==> config.mk <==
export PLATFORM = sky130hd
export DESIGN_NAME = ifft_4_point
export DESIGN_NICKNAME = d
export VERILOG_FILES = /design/src/rtl/ifft4_pkg.sv /design/src/rtl/ifft4_butterfly.sv /design/src/rtl/ifft_4_point.sv
export SDC_FILE = /design/constraint.sdc
export NUM_CORES = 2
export LEC_CHECK = 0
export BUFFER_PORTS_ARGS = -buffer_cell sky130_fd_sc_hd__buf_2
export CORE_MARGIN = 1
export CORE_UTILIZATION = 39
export CTS_BUF_LIST = sky130_fd_sc_hd__clkbuf_8
export CTS_CLUSTER_SIZE = 40
export DETAILED_ROUTE_END_ITERATION = 10
export GPL_ROUTABILITY_DRIVEN = 0
export PLACE_DENSITY = 0.5
export SLEW_MARGIN = 10
export SYNTH_ARGS = -nofsm -noshare
export SYNTH_HDL_FRONTEND = slang
export SYNTH_SLANG_ARGS = --single-unit
==> constraint.sdc <==
create_clock -name clk -period 11.5 [get_ports clk]
set_input_delay 0.575 -clock clk [delete_from_list [all_inputs] [get_ports clk]]
set_output_delay 0.575 -clock clk [all_outputs]
set_load 0.01 [all_outputs]
==> src/rtl/ifft4_pkg.sv <==
// Shared constants and FSM encoding for the 4-point streaming inverse FFT.
package ifft4_pkg;

  localparam int N_POINTS = 4;
  localparam int LOG2N    = 2;

  typedef enum logic [1:0] {
    COLLECT = 2'd0,
    BFLY1   = 2'd1,
    BFLY2   = 2'd2,
    EMIT    = 2'd3
  } state_t;

endpackage

==> src/rtl/ifft4_butterfly.sv <==
// Combinational radix-2 add/sub pair; when ROT_J=1 the b leg is rotated by +j first.
module ifft4_butterfly #(
  parameter int W     = 35,
  parameter bit ROT_J = 1'b0
) (
  input  logic signed [W-1:0] a_re,
  input  logic signed [W-1:0] a_im,
  input  logic signed [W-1:0] b_re,
  input  logic signed [W-1:0] b_im,
  output logic signed [W:0]   s_re,
  output logic signed [W:0]   s_im,
  output logic signed [W:0]   d_re,
  output logic signed [W:0]   d_im
);

  logic signed [W:0] ar, ai, br, bi, tr, ti;

  always_comb begin
    ar = {a_re[W-1], a_re};
    ai = {a_im[W-1], a_im};
    br = {b_re[W-1], b_re};
    bi = {b_im[W-1], b_im};
    // j*(br + j*bi) = -bi + j*br; negation is safe at W+1 bits
    if (ROT_J) begin
      tr = -bi;
      ti = br;
    end else begin
      tr = br;
      ti = bi;
    end
    s_re = ar + tr;
    s_im = ai + ti;
    d_re = ar - tr;
    d_im = ai - ti;
  end

endmodule

==> src/rtl/ifft_4_point.sv <==
// Streaming 4-point radix-2 DIT inverse FFT: collect 4 bins, two registered
// butterfly stages, then emit x0..x3 serially with out_last on x3.
module ifft_4_point
  import ifft4_pkg::*;
#(
  parameter int IN_W  = 35,
  parameter bit SCALE = 1'b1
) (
  input  logic                   clk,
  input  logic                   rst,
  input  logic                   in_valid,
  output logic                   in_ready,
  input  logic signed [IN_W-1:0] in_re,
  input  logic signed [IN_W-1:0] in_im,
  output logic                   out_valid,
  input  logic                   out_ready,
  output logic signed [IN_W+1:0] out_re,
  output logic signed [IN_W+1:0] out_im,
  output logic                   out_last
);

  localparam int AW = IN_W + 1;
  localparam int OW = IN_W + 2;

  // Handshakes: a transfer occurs on a rising edge where valid and ready are
  // both high; valid never waits on ready and data holds while valid&!ready.

  state_t            state;
  logic [1:0]        in_cnt;
  logic [1:0]        out_cnt;

  logic signed [IN_W-1:0] x_re [N_POINTS];
  logic signed [IN_W-1:0] x_im [N_POINTS];
  // Stage-1 order: a0, a1, b0, b1
  logic signed [AW-1:0]   s1_re [N_POINTS];
  logic signed [AW-1:0]   s1_im [N_POINTS];
  logic signed [AW-1:0]   st1_re [N_POINTS];
  logic signed [AW-1:0]   st1_im [N_POINTS];
  // Stage-2 order: y0, y1, y2, y3
  logic signed [OW-1:0]   s2_re [N_POINTS];
  logic signed [OW-1:0]   s2_im [N_POINTS];
  logic signed [OW-1:0]   y_re [N_POINTS];
  logic signed [OW-1:0]   y_im [N_POINTS];

  ifft4_butterfly #(.W(IN_W), .ROT_J(1'b0)) u_s1_even (
    .a_re(x_re[0]), .a_im(x_im[0]), .b_re(x_re[2]), .b_im(x_im[2]),
    .s_re(s1_re[0]), .s_im(s1_im[0]), .d_re(s1_re[1]), .d_im(s1_im[1])
  );

  ifft4_butterfly #(.W(IN_W), .ROT_J(1'b0)) u_s1_odd (
    .a_re(x_re[1]), .a_im(x_im[1]), .b_re(x_re[3]), .b_im(x_im[3]),
    .s_re(s1_re[2]), .s_im(s1_im[2]), .d_re(s1_re[3]), .d_im(s1_im[3])
  );

  ifft4_butterfly #(.W(AW), .ROT_J(1'b0)) u_s2_dc (
    .a_re(st1_re[0]), .a_im(st1_im[0]), .b_re(st1_re[2]), .b_im(st1_im[2]),
    .s_re(s2_re[0]), .s_im(s2_im[0]), .d_re(s2_re[2]), .d_im(s2_im[2])
  );

  ifft4_butterfly #(.W(AW), .ROT_J(1'b1)) u_s2_rot (
    .a_re(st1_re[1]), .a_im(st1_im[1]), .b_re(st1_re[3]), .b_im(st1_im[3]),
    .s_re(s2_re[1]), .s_im(s2_im[1]), .d_re(s2_re[3]), .d_im(s2_im[3])
  );

  // 1/N as an arithmetic shift: rounds toward -inf
  function automatic logic signed [OW-1:0] scl(input logic signed [OW-1:0] v);
    return SCALE ? (v >>> LOG2N) : v;
  endfunction

  always_ff @(posedge clk) begin
    if (rst) begin
      state     <= COLLECT;
      in_cnt    <= 2'd0;
      out_cnt   <= 2'd0;
      in_ready  <= 1'b1;
      out_valid <= 1'b0;
      out_last  <= 1'b0;
      out_re    <= '0;
      out_im    <= '0;
      for (int i = 0; i < N_POINTS; i++) begin
        x_re[i]   <= '0;
        x_im[i]   <= '0;
        st1_re[i] <= '0;
        st1_im[i] <= '0;
        y_re[i]   <= '0;
        y_im[i]   <= '0;
      end
    end else begin
      case (state)
        COLLECT: begin
          if (in_valid && in_ready) begin
            x_re[in_cnt] <= in_re;
            x_im[in_cnt] <= in_im;
            in_cnt       <= in_cnt + 2'd1;
            if (in_cnt == 2'd3) begin
              in_ready <= 1'b0;
              state    <= BFLY1;
            end
          end
        end
        BFLY1: begin
          for (int i = 0; i < N_POINTS; i++) begin
            st1_re[i] <= s1_re[i];
            st1_im[i] <= s1_im[i];
          end
          state <= BFLY2;
        end
        BFLY2: begin
          for (int i = 0; i < N_POINTS; i++) begin
            y_re[i] <= scl(s2_re[i]);
            y_im[i] <= scl(s2_im[i]);
          end
          out_re    <= scl(s2_re[0]);
          out_im    <= scl(s2_im[0]);
          out_valid <= 1'b1;
          out_last  <= 1'b0;
          out_cnt   <= 2'd0;
          state     <= EMIT;
        end
        EMIT: begin
          if (out_valid && out_ready) begin
            if (out_cnt == 2'd3) begin
              out_valid <= 1'b0;
              out_last  <= 1'b0;
              out_cnt   <= 2'd0;
              in_ready  <= 1'b1;
              state     <= COLLECT;
            end else begin
              out_cnt  <= out_cnt + 2'd1;
              out_re   <= y_re[out_cnt + 2'd1];
              out_im   <= y_im[out_cnt + 2'd1];
              out_last <= (out_cnt == 2'd2);
            end
          end
        end
        default: state <= COLLECT;
      endcase
    end
  end

endmodule

==> results_dict.tcl <==
set metrics [dict create \
    gr-total-overflow 0 \
    min_period_ns 5.687 \
    route.detailed.drc 0 \
    synth_edf_count 844 \
    yosysSeqAreaShare 0.4241 \
    clock_sinks 923 \
    cp.required_ns 12.18 \
    grt_max_degree 160 \
    synth_area_leaders "edfxtp_1 40%, ha_1 11%, xnor2_1 5.5%" \
    grt_pass1_wl_um 297200 \
    cts.repair.resized 0 \
    tritoncts "done" \
    netlist_instances 6519 \
    max_cap_viol_count 0 \
    ant_nets 0 \
    worstSkewPairLatency_ns 0.96 \
    timing.final.crit_share 0.4945 \
    antenna_found_initial 16 \
    ys_ff_latch 923 \
    path_cells "inv_1, ha_1, nand3_1, or3_1, or3_4, nor4_4, xnor2_1, ha_1, or4_1, or4_1, a211oi_1, nor3_1, o311ai_0, a211oi_1, xnor2_1, nor2_1" \
    core_area_um2 161100 \
    setup_violations 0 \
    ir_drop_uv 155.6 \
    yosys_warnings 0 \
    post-route-util 0.4381 \
    cpPeakStageDelay_ns 0.80 \
    synthArstFlopShare 0 \
    synth_top_area_frac 0.3992 \
    finalPower_mw 12.80 \
    finalSetupTns_ns 0 \
    io_pins 151 \
    initial_core_util 0.3940 \
    synth_most_common_cell "nor2_1" \
    worst-path-buf-inv 1 \
    stdcell_area_um2 70580 \
    max_slew.worst_pin.slew_ns 1.210 \
    hold_class "input pin to flip-flop" \
    cp_slowest_cell "o311ai_0" \
    dieArea_um2 164400 \
    drt-total-wl_um 201100 \
    clock_skew_ns 0.07099 \
    ctsHoldBuffers 70 \
    critical_path.top_delay_family "simple AND/OR/NAND/NOR gates" \
    cts_setup_buffers 0 \
    final_nets 7291 \
    syn_to_final_growth_pct 11.18 \
    first_global_vias 47119 \
    p_leak_nw 28.67 \
    drv_slew 0 \
    hpwl_um 152300 \
    wl_per_cell_um 22.50 \
    die_h_um 405.5 \
    clk_pin_slew_worst_paths_ns 0.06 \
    syn-mean-instance-area_um2 9.738 \
    grt.total_usage 0.2408 \
    endpoint_kind "flip-flop" \
    hold_violations 0 \
    rsz0062_at_grt "false" \
    critPathKind "flip-flop to flip-flop" \
    syn_nets 7180 \
    status "complete, no violations" \
    rows 147 \
    dr_total_vias 48806 \
    fill_cells 15759 \
    numCtsBuffers 175 \
    synthTopCellsByCount "900 x nor2_1, 844 x edfxtp_1, 579 x ha_1" \
    dr.pass1.iters 5 \
    synth_area_leader_cell "edfxtp_1" \
    cellPowerDensity_nw_per_um2 181.4 \
    finalNonFillerCells 8939 \
    synth_ff_type "edfxtp_1" \
    yosysUniqueCellTypes 102 \
    cp-start-kind "flip-flop" \
    htree_levels 4 \
    dpl.cell_count 8543 \
    die_w_um 405.5 \
    arrival_ns 6.37 \
    dpl_cell_area_um2 66150 \
    relSlewSlack 0.1874 \
    cts.path.max_buffers 3 \
    root_buffer "clkbuf_8" \
    via_per_inst 5.460 \
    synth_area_um2 63480 \
    port-buffer-count 150 \
    drive_above_1_share 0.08988 \
    max_freq_ghz 0.1758 \
    initialDrtViolationCount 4225 \
    cp_max_fo 9 \
]
==> worst reg2reg max path, stage by stage, from the launching register on <==
cell      delay, ns
edfxtp_1       0.53
inv_1          0.13
ha_1           0.25
nand3_1        0.15
or3_1          0.47
or3_4          0.39
nor4_4         0.29
xnor2_1        0.23
ha_1           0.36
or4_1          0.47
or4_1          0.42
a211oi_1       0.30
nor3_1         0.19
o311ai_0       0.80
a211oi_1       0.20
xnor2_1        0.19
nor2_1         0.05
==> cell families (layout without fill, tap and decap cells) <==
logic type,after synthesis,count (layout),share of synthesized area
other cells,0,3,0
buf+inv,875,1132,0.05213
mux,93,93,0.02850
fa+ha+maj,587,587,0.1166
compound gates,1506,1506,0.1539
flops,923,923,0.4241
simple gates,2041,2041,0.1564
xor+xnor,494,494,0.06827
==> final timing paths <==
kind,startpoint,endpoint,slack [ns],cells after the start
setup / recovery,st1_im[3][0]$_SDFFCE_PN0P_,y_re[3][33]$_SDFFCE_PN0P_,5.81,16
hold / removal,in_re[27],x_re[1][27]$_SDFFCE_PN0P_,0.11,2
setup reg to reg,st1_im[3][0]$_SDFFCE_PN0P_,y_re[3][33]$_SDFFCE_PN0P_,5.81,16
hold reg to reg,out_re[30]$_SDFFE_PP0P_,out_re[30]$_SDFFE_PP0P_,0.45,2
==> power breakdown <==
group / internal, mW / leakage [nW] / switching (mW) / total (mW)
Sequential: 4.17 / 9.41 / 0.292 / 4.47
Clock: 1.91 / 2.05 / 1.58 / 3.49
Combinational: 1.73 / 17.2 / 3.12 / 4.85
Total: 7.81 / 28.7 / 4.99 / 12.8
==> registers in the layout (all words and copies together) (netlist names), 2 cells and up <==
register and cells:
in_cnt 2, out_cnt 2, out_im 35, out_re 35, st1_im 142, st1_re 142
state 2, x_im 140, x_re 140, y_im 140, y_re 140
==> metrics by stage <==
step	hold slack (ns)	worst slack, ns
after global routing	0.04453	5.473
after detailed placement	0.4497	5.845
after CTS	0.0003595	5.833
final	0.1072	5.813
after floorplan	0.4761	6.429
after global placement	0.4494	5.990
==> metal layers <==
layer | track usage | up-vias | wire [um]
met4 | 0.06673 | 14 | 4824
met5 | 0 | - | 96
met1 | 0.3409 | 23874 | 93900
li1 | - | 23247 | -
met3 | 0.03529 | 270 | 11390
met2 | 0.3816 | 1401 | 90920
==> placed cells by master, fill, tap and decap left out, types with 30 or more instances in the layout <==
| master | count |
|---|---|
| a211oi_1 | 60 |
| a21o_1 | 118 |
| a21oi_1 | 507 |
| a31oi_1 | 50 |
| and2_1 | 297 |
| and3_1 | 30 |
| buf_2 | 149 |
| buf_4 | 40 |
| clkbuf_8 | 190 |
| clkinv_1 | 36 |
| clkinv_2 | 30 |
| dfxtp_1 | 78 |
| dlygate4sd3_1 | 70 |
| edfxtp_1 | 844 |
| ha_1 | 577 |
| inv_1 | 579 |
| mux4_2 | 70 |
| nand2_1 | 207 |
| nand2b_1 | 72 |
| nand3_1 | 78 |
| nand4_1 | 34 |
| nor2_1 | 898 |
| nor2b_1 | 71 |
| nor3_1 | 130 |
| nor3b_1 | 34 |
| nor4_1 | 39 |
| o211ai_1 | 54 |
| o21a_1 | 42 |
| o21ai_0 | 239 |
| o21bai_1 | 131 |
| o31ai_1 | 53 |
| or3_1 | 56 |
| xnor2_1 | 400 |
| xor2_1 | 93 |
==> area by class of cell <==
cell class	count	area, um^2	share of cell area
Clock buffer	190	2615	0.03705
Sequential cell	923	26930	0.3815
Antenna cell	3	7.507	0.0001064
Multi-Input combinational cell	4721	33360	0.4727
Timing Repair Buffer	262	1807	0.02560
Inverter	547	2053	0.02909
Clock inverter	133	1106	0.01567
Tap cell	2160	2703	0.03829
Note: power is estimated with default switching activity, not from simulation.
